==> src/rtl/uart_pkg.sv <==
// uart_pkg: shared types and helpers for the UART transmit path.
package uart_pkg;
    localparam int DATA_BITS = 8;

    typedef enum logic [2:0] {IDLE, START, DATA, PARITY, STOP} tx_state_t;

    function automatic int baud_div(input int clock_rate, input int baud_rate);
        return clock_rate / baud_rate;
    endfunction
endpackage

==> src/rtl/uart_tx_fifo.sv <==
// uart_tx_fifo: first-word-fall-through byte FIFO, power-of-2 depth, async active-high reset.
module uart_tx_fifo #(
    parameter int DEPTH = 4
) (
    input  logic                   clk,
    input  logic                   reset,
    input  logic                   i_push,
    input  logic [7:0]             i_data,
    input  logic                   i_pop,
    output logic [7:0]             o_data,
    output logic                   o_full,
    output logic                   o_empty,
    output logic [$clog2(DEPTH):0] o_count
);
    localparam int AW = $clog2(DEPTH);

    logic [7:0]    r_mem [DEPTH];
    logic [AW-1:0] r_wr;
    logic [AW-1:0] r_rd;
    logic [AW:0]   r_count;
    logic          w_push;
    logic          w_pop;

    assign o_count = r_count;
    assign o_full  = r_count == (AW+1)'(DEPTH);
    assign o_empty = r_count == '0;
    assign w_push  = i_push && !o_full;
    assign w_pop   = i_pop && !o_empty;
    assign o_data  = r_mem[r_rd];

    always_ff @(posedge clk)
        if (w_push) r_mem[r_wr] <= i_data;

    // Pointers wrap naturally because DEPTH is a power of two.
    always_ff @(posedge clk or posedge reset) begin
        if (reset) begin
            r_wr    <= '0;
            r_rd    <= '0;
            r_count <= '0;
        end else begin
            r_wr    <= r_wr + AW'(w_push);
            r_rd    <= r_rd + AW'(w_pop);
            r_count <= r_count + (AW+1)'(w_push) - (AW+1)'(w_pop);
        end
    end
endmodule

==> src/rtl/uart_transmitter.sv <==
// uart_transmitter: FIFO-fed 8N1 UART transmitter, LSB first, line idles high.
// Define UART_TX_PARITY_EN to insert a parity bit (even, or odd when PARITY_ODD=1).
module uart_transmitter
    import uart_pkg::*;
#(
    parameter int CLOCK_RATE = 20000000,
    parameter int BAUD_RATE  = 9600,
    parameter int FIFO_DEPTH = 4,
    parameter int STOP_BITS  = 1,
    parameter int PARITY_ODD = 0
) (
    input  logic                        clk,
    input  logic                        reset,
    input  logic                        enable,
    input  logic [7:0]                  in,
    input  logic                        valid,
    output logic                        ready,
    output logic                        out,
    output logic                        busy,
    output logic [$clog2(FIFO_DEPTH):0] fifo_count
);
    localparam int DIV = baud_div(CLOCK_RATE, BAUD_RATE);
    localparam int CW  = DIV > 1 ? $clog2(DIV) : 1;

    if (STOP_BITS < 1 || STOP_BITS > 2 || PARITY_ODD < 0 || PARITY_ODD > 1 || FIFO_DEPTH < 2 ||
        FIFO_DEPTH > 16 || (FIFO_DEPTH & (FIFO_DEPTH - 1)) != 0 || DIV < 2) begin : g_bad_param
        $error("uart_transmitter: unsupported parameter combination");
    end

    tx_state_t     r_state;
    logic [CW-1:0] r_timer;
    logic [2:0]    r_idx;
    logic [7:0]    r_shift;
    logic          r_out;
    logic [7:0]    w_head;
    logic          w_full;
    logic          w_empty;
    logic          w_push;
    logic          w_pop;
    logic          w_tick;

    assign ready  = !w_full;
    assign w_push = valid && !w_full;
    assign w_pop  = (r_state == IDLE) && enable && !w_empty;
    assign w_tick = r_timer == '0;
    assign out    = r_out;
    assign busy   = (r_state != IDLE) || (fifo_count != '0);

    uart_tx_fifo #(.DEPTH(FIFO_DEPTH)) u_fifo (
        .clk     (clk),
        .reset   (reset),
        .i_push  (w_push),
        .i_data  (in),
        .i_pop   (w_pop),
        .o_data  (w_head),
        .o_full  (w_full),
        .o_empty (w_empty),
        .o_count (fifo_count)
    );

`ifdef UART_TX_PARITY_EN
    logic r_par;

    always_ff @(posedge clk or posedge reset)
        if (reset) r_par <= 1'b0;
        else if (w_pop) r_par <= (^w_head) ^ (PARITY_ODD != 0);
`endif

    // The timer sits at DIV-1 in IDLE so every bit, including the first, lasts DIV clocks.
    always_ff @(posedge clk or posedge reset) begin
        if (reset) begin
            r_state <= IDLE;
            r_timer <= '0;
            r_idx   <= '0;
            r_shift <= '0;
            r_out   <= 1'b1;
        end else begin
            r_timer <= (r_state == IDLE || w_tick) ? CW'(DIV - 1) : r_timer - CW'(1);
            case (r_state)
                IDLE: if (w_pop) begin
                    r_state <= START;
                    r_shift <= w_head;
                    r_out   <= 1'b0;
                end
                START: if (w_tick) begin
                    r_state <= DATA;
                    r_idx   <= '0;
                    r_out   <= r_shift[0];
                end
                DATA: if (w_tick) begin
                    r_shift <= r_shift >> 1;
                    if (r_idx == 3'(DATA_BITS - 1)) begin
                        r_idx <= '0;
`ifdef UART_TX_PARITY_EN
                        r_state <= PARITY;
                        r_out   <= r_par;
`else
                        r_state <= STOP;
                        r_out   <= 1'b1;
`endif
                    end else begin
                        r_idx <= r_idx + 3'd1;
                        r_out <= r_shift[1];
                    end
                end
`ifdef UART_TX_PARITY_EN
                PARITY: if (w_tick) begin
                    r_state <= STOP;
                    r_out   <= 1'b1;
                end
`endif
                STOP: if (w_tick) begin
                    if (r_idx == 3'(STOP_BITS - 1)) r_state <= IDLE;
                    else r_idx <= r_idx + 3'd1;
                end
                default: r_state <= IDLE;
            endcase
        end
    end
endmodule

==> config.mk <==
export PLATFORM = sky130hd
export DESIGN_NAME = uart_transmitter
export DESIGN_NICKNAME = d
export VERILOG_FILES = /design/src/rtl/uart_pkg.sv /design/src/rtl/uart_tx_fifo.sv /design/src/rtl/uart_transmitter.sv
export SDC_FILE = /design/constraint.sdc
export NUM_CORES = 1
export LEC_CHECK = 0
export BUFFER_PORTS_ARGS = -buffer_cell sky130_fd_sc_hd__buf_2
export CAP_MARGIN = 0
export CORE_AREA = 2 2 77 79
export DETAILED_ROUTE_END_ITERATION = 8
export DIE_AREA = 0 0 79 81
export GPL_TIMING_DRIVEN = 0
export PLACE_DENSITY = 0.74
export SETUP_SLACK_MARGIN = 0.4
export SYNTH_ARGS = -nofsm -noshare
export SYNTH_HDL_FRONTEND = slang
export SYNTH_SLANG_ARGS = --single-unit
==> constraint.sdc <==
create_clock -name clk -period 2.1 [get_ports clk]
set_input_delay 0.42 -clock clk [delete_from_list [all_inputs] [get_ports clk]]
set_output_delay 0.42 -clock clk [all_outputs]
set_load 0.1 [all_outputs]
==> run_results.csv, run 1 <==
group,metric,value,unit
place,dp_hpwl,3236,µm
timing,setup_slack,0.08106,ns
routing,drc,0,
place,pre_cts_ws,-0.08287,ns
routing,vias,2029,
layout,drive_gt1_share,45.92,%
timing,rsz0062_at_grt,"true",
clock_tree,worstSkewPairLatency,0.35,ns
clock_tree,numCtsBuffers,9,
floorplanning,initial_core_util,51.79,%
place,place_inst,322,
floorplanning,fp.coreArea,0.005675,mm²
floorplanning,fp-row-count,28,
timing,hold_slack,0.1854,ns
synth,synth_warnings,0,
setup_path,rr_worst_depth,9,
routing,routed_wl,6662,µm
timing,finalSetupTns,0,ns
global_routing,gr-usage-all-layers,20.95,%
timing,setup_viol,0,
routing,drtPass1Iterations,4,
synth,synth_area_per_cell,12.78,µm²
setup_path,arrival,2.26,ns
layout,num_antenna_cells,0,
routing,drtAntennaViolNets,0,
setup_path,crit_path_start,"r_state[0]",
layout,syn2layout_area_growth,36.87,%
global_routing,grt_pass1_wl,9804,µm
setup_path,r2r_end,"u_fifo.o_count[2]",
clock_tree,cts-root-buf,"clkbuf_8",
setup_path,r2r_slack,0.08,ns
setup_path,cp_max_fo,7,
routing,post_drt_wl_per_cell,18.05,µm
routing,drt_iter0_drc,172,
setup_path,cp_slowest_stage_delay,0.40,ns
timing,fin_skew,0.01037,ns
layout,layout.nets,309,
global_routing,gr-total-overflow,0,
synth,synth.distinct_cells,38,
setup_path,critPathCapture,"u_fifo.o_count[2]",
floorplanning,die_h,81,µm
timing,worst_pin_slew,0.7403,ns
clock_tree,cts_tree,"yes",
power,power_density,1385,mW/mm²
clock_tree,clk_pin_slew_worst_paths,0.08,ns
power,power_frac_comb,38.9,%
floorplanning,dieWidth,79,µm
power,netSwitchingFraction,36.42,%
timing,min_period_over_period,96.14,%
clock_tree,cts_num_sinks,66,
timing,slew_violations,0,
setup_path,cp.required,2.34,ns
hold_path,hold_class,"input pin to asynchronous set/reset pin",
clock_tree,clockBufferDepth,2,
timing,slew-limit-headroom,50.57,%
power,power.static_leakage,1.639,nW
power,ir_drop,969.3,µV
run,max_cap_violations,0,
global_routing,grt_pass1_vias,1955,
timing,max_clock_freq,495.3,MHz
run_status,status,"finished, final reports clean",
setup_path,timing.rr.start,"r_state[0]",
global_routing,grt_max_degree,35,
setup_path,cp_common_cell,"nand2_2",
synth,ys_seq_area_share,61.69,%
global_routing,grt_antenna_before_repair,0,
synth,syn_area,0.002939,mm²
synth,synth_seq_cells,66,
power,pwr-share-seq,37.2,%
layout,instances_no_fill,369,
place,routabilityCongestion,0.7494,
layout,fillCellCount,376,
place,port_buffers,17,
setup_path,end_kind,"flip-flop",
timing,period_needed,2.019,ns
routing,viasPerCell,5.499,
floorplanning,dieArea,0.006399,mm²
setup_path,cp_slowest_cell,"dfrtp_1",
floorplanning,io_pins,18,
synth,synthCells,230,
power,p_int,3.541,mW
power,p_clk_share,23.9,%
setup_path,critPathKind,"flip-flop to flip-flop",
setup_path,path_cells,"buf_8, nor3_4, nand2_2, nand2_1, nand2_2, ha_4, fa_2, xnor2_2, xnor2_1",
synth,syn_nets,250,
power,power_switching,2.029,mW
clock_tree,htree_levels,3,
setup_path,cp-start-kind,"flip-flop",
timing,finalHoldViolations,0,
[registers in the layout (all words and copies together), names as in the netlist]
signal and count:
r_state 3, out 1, u_fifo.o_count 3, r_timer 12, u_fifo.r_rd 2, r_idx 3, r_shift 8, u_fifo.r_mem 32
u_fifo.r_wr 2
[per-layer routing]
| metal | GRT usage (%) | wire, µm | part of all wire [%] | vias up |
|---|---|---|---|---|
| met5 | 0 | 0 | 0 | - |
| met4 | 6.897 | 125 | 1.9 | 0 |
| met3 | 6.667 | 173 | 2.6 | 13 |
| met2 | 35.17 | 3633 | 55 | 34 |
| met1 | 26.03 | 2729 | 41 | 1029 |
| li1 | - | - | - | 953 |
[synth_stat cells (all sizes together)]
| cell type | count | share of area, % |
|---|---|---|
| a2111oi | 1 | 0.30 |
| a21o | 1 | 0.26 |
| a21oi | 7 | 1.2 |
| a221oi | 1 | 0.51 |
| a22oi | 1 | 0.26 |
| a311oi | 1 | 0.30 |
| a31oi | 1 | 0.21 |
| a32o | 1 | 0.34 |
| and2 | 2 | 0.47 |
| and3 | 1 | 0.21 |
| buf | 3 | 0.51 |
| clkbuf | 6 | 0.77 |
| dfrtp | 33 | 28 |
| dfstp | 1 | 0.89 |
| edfxtp | 32 | 33 |
| fa | 1 | 0.68 |
| ha | 7 | 3.0 |
| inv | 9 | 1.1 |
| mux2i | 9 | 3.1 |
| mux4 | 8 | 6.1 |
| nand2 | 26 | 3.3 |
| nand2b | 4 | 0.85 |
| nand3 | 5 | 0.85 |
| nand3b | 2 | 0.51 |
| nor2 | 20 | 2.6 |
| nor2b | 1 | 0.21 |
| nor3 | 7 | 1.2 |
| nor3b | 1 | 0.26 |
| nor4 | 3 | 1.1 |
| o21ai | 14 | 2.4 |
| o31ai | 2 | 0.51 |
| or2 | 3 | 0.64 |
| or3 | 2 | 0.43 |
| or4 | 1 | 0.26 |
| xnor2 | 9 | 2.7 |
| xor2 | 4 | 1.2 |
[through the flow]
| stage | power (mW) | utilization, % | cell area (µm²) |
|---|---|---|---|
| after floorplan | 3.314 | - | 3072 |
| after global placement | 3.572 | 57.28 | 3251 |
| after detailed placement | 3.626 | 57.28 | 3251 |
| after CTS | 5.224 | 66.56 | 3777 |
| after global routing | 5.811 | 70.88 | 4023 |
| final | 5.570 | 70.88 | 4023 |
[worst max-delay path: cells and delay by family, from the launching register on]
| kind | cells | cell delay (ns) |
|---|---|---|
| buffers and inverters | 1 | 0.14 |
| DFF | 1 | 0.40 |
| and+or+nand+nor | 4 | 0.58 |
| xor gates and xnor gates | 2 | 0.27 |
| adders and majority gates | 2 | 0.51 |
[repair_timing]
action,4_1_cts,5_1_grt
cloned,2,0
setup endpoints to repair,43,57
buffers inserted,17,12
hold buffers,0,0
gates resized for setup,42,40
pin swaps,12,9
[worst min path at each step]
stage,cells after the start,slack [ns],start,end
after floorplan,1,0.43,r_timer[0],r_timer[0]
after global placement,1,0.45,r_timer[0],r_timer[0]
after detailed placement,1,0.46,r_timer[0],r_timer[0]
after CTS,1,0.27,in[7],u_fifo.r_mem[0][7]
after global routing,2,0.25,reset,u_fifo.o_count[2]
final,2,0.19,reset,u_fifo.r_wr[0]
[logic make-up after synthesis]
| logic type | after synthesis | share of synthesized area [%] |
|---|---|---|
| AO/OA/AOI/OAI | 30 | 6.258 |
| flip-flops | 66 | 61.69 |
| buffers and inverters | 18 | 2.426 |
| multiplexers | 17 | 9.195 |
| AND/OR/NAND/NOR | 78 | 12.90 |
| adder cells (fa/ha/maj) | 8 | 3.661 |
| XOR/XNOR | 13 | 3.874 |
[power by group through the flow]
stage | combinational [mW] | clock, mW | sequential [mW]
after floorplan | 1.05 | 0 | 2.27
after global placement | 1.49 | 0 | 2.08
after detailed placement | 1.53 | 0 | 2.10
after CTS | 1.84 | 1.34 | 2.04
after global routing | 2.30 | 1.39 | 2.12
final | 2.17 | 1.33 | 2.07
[cell type report]
| class | instances | area, µm² | share of cell area (%) |
|---|---|---|---|
| Timing Repair Buffer | 48 | 412.9 | 10.26 |
| Sequential cell | 66 | 1824 | 45.35 |
| Buffer | 9 | 76.32 | 1.897 |
| Clock buffer | 9 | 123.9 | 3.079 |
| Clock inverter | 7 | 125.1 | 3.110 |
| Tap cell | 75 | 93.84 | 2.333 |
| Multi-Input combinational cell | 146 | 1329 | 33.03 |
| Inverter | 9 | 37.54 | 0.9331 |
[placed cells by master (no fill, tap or decap), types with 5 or more instances in the layout]
cell type   n
buf_4      23
clkbuf_8    9
ha_1        6
mux4_2      8
buf_2      12
a21oi_1     5
edfxtp_1   32
dfrtp_1    30
nand2_1    14
nand2_2     7
mux2i_1     9
nor2_1     10
nor2_2      6
xnor2_1     8
inv_1       7
buf_6      13
Note: power is estimated with default switching activity, not from simulation.
==> run 2, diff against run 1 <==
- BUFFER_PORTS_ARGS: -buffer_cell sky130_fd_sc_hd__buf_2 -> -buffer_cell sky130_fd_sc_hd__clkbuf_2
==> run 2 against run 1 <==
  * Die area unchanged
  * Critical path depth rose by 2
  * Highest routed layer unchanged
  * Largest cell class unchanged
  * Clock power down 11%
  * Routed wire length decreased by 7.1%
==> run_results.csv, run 2 (synthesized netlist as in run 1, its figures left out) <==
group,metric,value,unit
timing,slew-limit-headroom,51.20,%
power,total_power,5.292,mW
timing,slew_violations,0,
routing,drc,0,
clock_tree,clockBufferDepth,2,
floorplanning,fp.coreArea,0.005675,mm²
layout,instances_no_fill,373,
timing,period_needed,1.966,ns
layout,multiInputGateArea,0.001343,mm²
floorplanning,die_h,81,µm
clock_tree,numCtsBuffers,9,
layout,syn2layout_area_growth,37.33,%
clock_tree,cts_num_sinks,66,
global_routing,grt_antenna_before_repair,0,
clock_tree,cts_tree,"yes",
layout,regArea,0.001824,mm²
routing,drt_iter0_drc,106,
power,p_int,3.358,mW
layout,largest-register,"u_fifo.r_mem",
power,ir_drop,1047,µV
layout,num_antenna_cells,0,
routing,drtAntennaViolNets,0,
global_routing,grt_pass1_wl,9811,µm
clock_tree,worstSkewPairLatency,0.35,ns
power,power_frac_comb,38.4,%
timing,rsz0062_at_grt,"true",
layout,final_cell_mix,"edfxtp_1, dfrtp_1, buf_4, nand2_1",
layout,final_cell_area,0.004036,mm²
power,power_switching,1.935,mW
timing,min_period_over_period,93.61,%
floorplanning,initial_core_util,51.79,%
timing,setup_slack,0.1342,ns
setup_path,arrival,2.18,ns
power,pwr-share-seq,39.3,%
place,routabilityCongestion,0.7427,
layout,layout.nets,313,
timing,hold_slack,0.1767,ns
setup_path,critPathKind,"flip-flop to flip-flop",
floorplanning,dieArea,0.006399,mm²
clock_tree,cts-root-buf,"clkbuf_8",
routing,post_drt_wl_per_cell,16.59,µm
setup_path,timing.rr.start,"r_state[1]",
setup_path,cp_max_fo,7,
clock_tree,clk_pin_slew_worst_paths,0.08,ns
place,port_buffers,17,
setup_path,cp.required,2.32,ns
layout,largestRegisters,"u_fifo.r_mem x32, r_timer x12, r_shift x8",
hold_path,hold_class,"input pin to asynchronous set/reset pin",
global_routing,grt_max_degree,35,
timing,setup_viol,0,
place,placed_area,0.003251,mm²
clock_tree,htree_levels,3,
setup_path,r2r_slack,0.13,ns
layout,fillCellCount,374,
timing,finalHoldViolations,0,
setup_path,end_kind,"flip-flop",
layout,final_common_cell,"edfxtp_1",
setup_path,rr_worst_depth,11,
power,power.static_leakage,1.654,nW
routing,vias,2010,
layout,fin_util,71.12,%
power,power_density,1311,mW/mm²
setup_path,crit_path_start,"r_state[1]",
power,netSwitchingFraction,36.56,%
run_status,status,"finished, final reports clean",
place,pre_cts_ws,-0.1125,ns
layout,largest_reg_flops,32,
timing,fin_skew,0.01242,ns
floorplanning,dieWidth,79,µm
routing,routed_wl,6188,µm
setup_path,r2r_end,"u_fifo.r_rd[0]",
timing,finalSetupTns,0,ns
floorplanning,fp-row-count,28,
routing,viasPerCell,5.389,
routing,drtPass1Iterations,4,
run,max_cap_violations,0,
setup_path,cp-start-kind,"flip-flop",
floorplanning,io_pins,18,
global_routing,gr-total-overflow,0,
place,dp_hpwl,3338,µm
layout,drive_gt1_share,46.98,%
power,p_clk_share,22.3,%
global_routing,grt_pass1_vias,2039,
timing,worst_pin_slew,0.7309,ns
place,place_inst,322,
global_routing,gr-usage-all-layers,20.80,%
timing,max_clock_freq,508.7,MHz
-- run 2: cell count changes in the layout (fill, tap and decap cells not counted), sizes merged --
cell,before,now
inv,10,9
buf,53,41
clkinvlp,1,2
bufinv,3,2
clkbuf,13,29
clkinv,2,3
-- run 2: final cells by class --
type,count,area share [%]
Sequential cell,66,45.20
Multi-Input combinational cell,146,33.26
Timing Repair Buffer,52,10.73
Clock buffer,9,3.069
Clock inverter,7,2.325
Tap cell,75,2.325
Buffer,9,2.201
Inverter,9,0.8989
-- run 2: power by group through the flow --
| stage | registers, mW | clock network, mW | logic (mW) |
|---|---|---|---|
| after global routing | 2.12 | 1.23 | 2.19 |
| after detailed placement | 2.10 | 0 | 1.53 |
| final | 2.08 | 1.18 | 2.03 |
| after global placement | 2.08 | 0 | 1.49 |
| after CTS | 2.04 | 1.18 | 1.86 |
| after floorplan | 2.27 | 0 | 1.05 |
-- run 2: per-layer routing --
layer	vias up	global-route usage, %	wire length, µm
li1	947	-	-
met1	1030	24.91	2692
met2	27	35.76	3257
met3	6	6.778	179
met4	0	7.069	58
met5	-	0	0
-- run 2: worst max path at each step --
stage / endpoint / cells past startpoint / slack (ns)
2_1_floorplan: u_fifo.o_count[2] / 9 / -0.01
3_3_place_gp: u_fifo.o_count[1] / 7 / -0.07
3_5_place_dp: u_fifo.o_count[2] / 9 / -0.11
4_1_cts: u_fifo.o_count[2] / 9 / 0.15
5_1_grt: u_fifo.o_count[2] / 9 / 0.07
6_report: u_fifo.r_rd[0] / 11 / 0.13
-- run 2: worst max-delay path, cell delays in order (launching register included) --
cell and delay (ns):
dfrtp_1 0.38, buf_6 0.14, nor3_4 0.23, nand2_2 0.10
buf_4 0.13, buf_4 0.12, buf_4 0.12, buf_4 0.12
buf_4 0.13, buf_4 0.12, buf_4 0.13, xnor2_2 0.12
-- run 2: repair_timing --
action | 4_1_cts | 5_1_grt
gates resized for setup | 49 | 38
hold buffers | 0 | 0
setup endpoints to repair | 44 | 57
gates cloned | 3 | 0
pin swaps | 16 | 11
setup buffers | 26 | 6
==> run 3, diff against run 2 <==
- ABC_AREA: unset -> 1
- CORE_AREA: 2 2 77 79 -> 2 2 80 82
- DIE_AREA: 0 0 79 81 -> 0 0 82 84
- PLACE_DENSITY: 0.74 -> 0.73
==> run 3 against run 2 <==
  * Clock skew down 0.00096 ns
  * Fmax up 3.9%
  * Non-clock buffer count down 26
  * First-iteration DRC count up 46%
  * Global-route usage down 0.51 points
  * Clock power up 8%
  * Utilization down 8.1 points
  * Cell count up 22%
  * Worst hold slack worse by 0.0090 ns
  * Sequential power down 19%
  * Critical path depth down 1
  * Critical endpoint is now u_fifo.o_count[2]
==> run_results.csv, run 3 <==
group,metric,value,unit
routing,highest_layer,"met4",
clock_tree,cts_num_sinks,66,
routing,drt-met1-wl,2560,µm
synth,synth_edf_count,32,
global_routing,grt_pass1_wl,10450,µm
floorplanning,dieArea,0.006888,mm²
synth,synthCells,333,
setup_path,cp-start-kind,"flip-flop",
routing,drtAntennaViolNets,0,
routing,vias,2329,
power,power_density,1018,mW/mm²
synth,synth_area_per_cell,9.393,µm²
timing,slew_violations,0,
timing,min_period_over_period,90.10,%
synth,synthFlopType,"dfrtp_1",
run,max_cap_violations,0,
routing,met2WireLength,3050,µm
place,dp_hpwl,3961,µm
clock_tree,cts_tree,"yes",
run_status,status,"finished, final reports clean",
floorplanning,io_pins,18,
clock_tree,clockBufferDepth,2,
global_routing,grt_antenna_before_repair,0,
synth,syn_nets,353,
layout,final_common_cell,"nand2_1",
synth,yosys-top-cells-area,"edfxtp_1, dfrtp_1, nand2_1, nand3_1, inv_1",
timing,hold_slack,0.1677,ns
layout,largestRegisters,"u_fifo.r_mem x32, r_timer x12, r_shift x8",
routing,post_drt_wl_per_cell,12.97,µm
hold_path,hold_class,"input pin to asynchronous set/reset pin",
synth,ys_seq_area_share,57.96,%
timing,max_clock_freq,528.5,MHz
layout,num_antenna_cells,0,
power,power.static_leakage,1.763,nW
clock_tree,numCtsBuffers,9,
synth,yosysMostFrequentCell,"nand2_1",
synth,synth_largest_area_cell,"edfxtp_1",
power,ir_drop,915.1,µV
global_routing,gr-total-overflow,0,
layout,final_cell_mix,"nand2_1, nand3_1, edfxtp_1, dfrtp_1",
setup_path,cp.required,2.32,ns
routing,viasPerCell,5.107,
setup_path,cp_slowest_cell,"dfrtp_4",
synth,synth_warnings,0,
clock_tree,worstSkewPairLatency,0.34,ns
floorplanning,fp.coreArea,0.006096,mm²
setup_path,path_buf_inv,1,
synth,synth_common_cells,"nand2_1, nand3_1, dfrtp_1",
layout,regArea,0.001826,mm²
timing,finalHoldViolations,0,
place,routabilityCongestion,0.7921,
synth,synth_seq_cells,66,
floorplanning,dieWidth,82,µm
clock_tree,ctsHoldBuffers,0,
timing,setup_viol,0,
place,port_buffers,17,
setup_path,path_delay_family,"simple AND/OR/NAND/NOR gates",
clock_tree,htree_levels,3,
timing,slew-limit-headroom,52.85,%
routing,wl_met3,252,µm
clock_tree,cts-root-buf,"clkbuf_8",
timing,rsz0062_at_grt,"true",
layout,fillCellCount,478,
floorplanning,fp-row-count,29,
layout,drive_gt1_share,23.22,%
layout,multiInputGateArea,0.001275,mm²
setup_path,cp_max_fo,3,
synth,synth.distinct_cells,33,
routing,drt_iter0_drc,155,
layout,largest_reg_flops,32,
timing,worst_pin_slew,0.7062,ns
global_routing,gr-usage-all-layers,20.29,%
setup_path,critPathKind,"flip-flop to flip-flop",
timing,period_needed,1.892,ns
synth,syn_area,0.003128,mm²
setup_path,arrival,2.11,ns
timing,finalSetupTns,0,ns
clock_tree,clk_pin_slew_worst_paths,0.08,ns
synth,netlist.area_leader.share,30.72,%
setup_path,cp_slowest_stage_delay,0.50,ns
layout,largest-register,"u_fifo.r_mem",
routing,drc,0,
timing,fin_skew,0.01146,ns
global_routing,grt_max_degree,35,
setup_path,path_cells,"nor2_4, nand2_2, nand2_4, nor2_4, inv_2, or2_4, nand2_4, ha_4, fa_2, xor2_1",
global_routing,grt_pass1_vias,2411,
floorplanning,initial_core_util,51.31,%
layout,syn2layout_area_growth,22.72,%
routing,routed_wl,5913,µm
setup_path,end_kind,"flip-flop",
synth,postSynth.asyncResetShare,51.52,%
floorplanning,die_h,84,µm
layout,layout.nets,394,
routing,drtPass1Iterations,4,
run 3: layout make-up:
| class | instances | area share [%] |
|---|---|---|
| buffer | 5 | 0.7823 |
| clock buffer | 9 | 3.227 |
| clock inverter | 7 | 3.064 |
| inverter | 32 | 3.259 |
| multi-input combinational | 230 | 33.21 |
| sequential | 66 | 47.56 |
| tap | 77 | 2.510 |
| timing repair buffer | 30 | 6.389 |
run 3: logic make-up after synthesis:
family,share of synthesized area (%)
AOI/OAI and AO/OA,3.200
xor gates and xnor gates,2.240
adders and majority gates,3.440
buffers and inverters,4.879
DFF,57.96
and+or+nand+nor,28.28
run 3: per-layer routing:
metal / vias to the layer above / global-route usage (%)
li1: 1174 / -
met1: 1107 / 24.73
met2: 44 / 32.59
met3: 4 / 5.628
met4: 0 / 10.00
met5: - / 0
run 3: final timing paths:
check	startpoint	to	slack [ns]	depth (start not counted)
setup / recovery	u_fifo.o_count[1]	u_fifo.o_count[2]	0.21	10
hold / removal	reset	r_timer[2]	0.17	2
setup reg to reg	u_fifo.o_count[1]	u_fifo.o_count[2]	0.21	10
hold reg to reg	r_timer[0]	r_timer[0]	0.43	1
max in group asynchronous	reset	u_fifo.o_count[1]	1.39	2
min in group clk	in[1]	u_fifo.r_mem[3][1]	0.30	1
run 3: stage by stage:
stage / utilization (%) / power [mW] / instance area, µm² / std cells / setup slack (ns)
after global placement: 56.28 / 2.462 / 3431 / 427 / 0.1356
after global routing: 62.97 / 4.096 / 3839 / 456 / 0.1306
after detailed placement: 56.28 / 2.490 / 3431 / 427 / 0.1049
after CTS: 62.66 / 3.929 / 3820 / 454 / 0.2553
final: 62.97 / 3.907 / 3839 / 456 / 0.2080
after floorplan: - / 2.341 / 3249 / 333 / 0.02608
run 3: repair_timing:
| action | in CTS | in global routing |
|---|---|---|
| endpoints found under the hold margin | 0 | 0 |
| setup buffers | 11 | 2 |
| gates resized for setup | 9 | 5 |
| endpoints found under the setup margin | 6 | 6 |
| pin swaps | 9 | 1 |
run 3: worst register-to-register path: stages (launching register included):
cell and delay, ns:
dfrtp_4 0.50, nor2_4 0.18, nand2_2 0.09, nand2_4 0.08, nor2_4 0.04, inv_2 0.07
or2_4 0.14, nand2_4 0.05, ha_4 0.16, fa_2 0.33, xor2_1 0.14
run 3: where the power goes:
group | total (mW) | internal, mW | switching [mW] | leakage [nW]
registers | 1.68 | 1.57 | 0.107 | 0.699
clock network | 1.27 | 0.788 | 0.484 | 0.123
logic | 0.960 | 0.325 | 0.634 | 0.941
total | 3.91 | 2.68 | 1.23 | 1.76
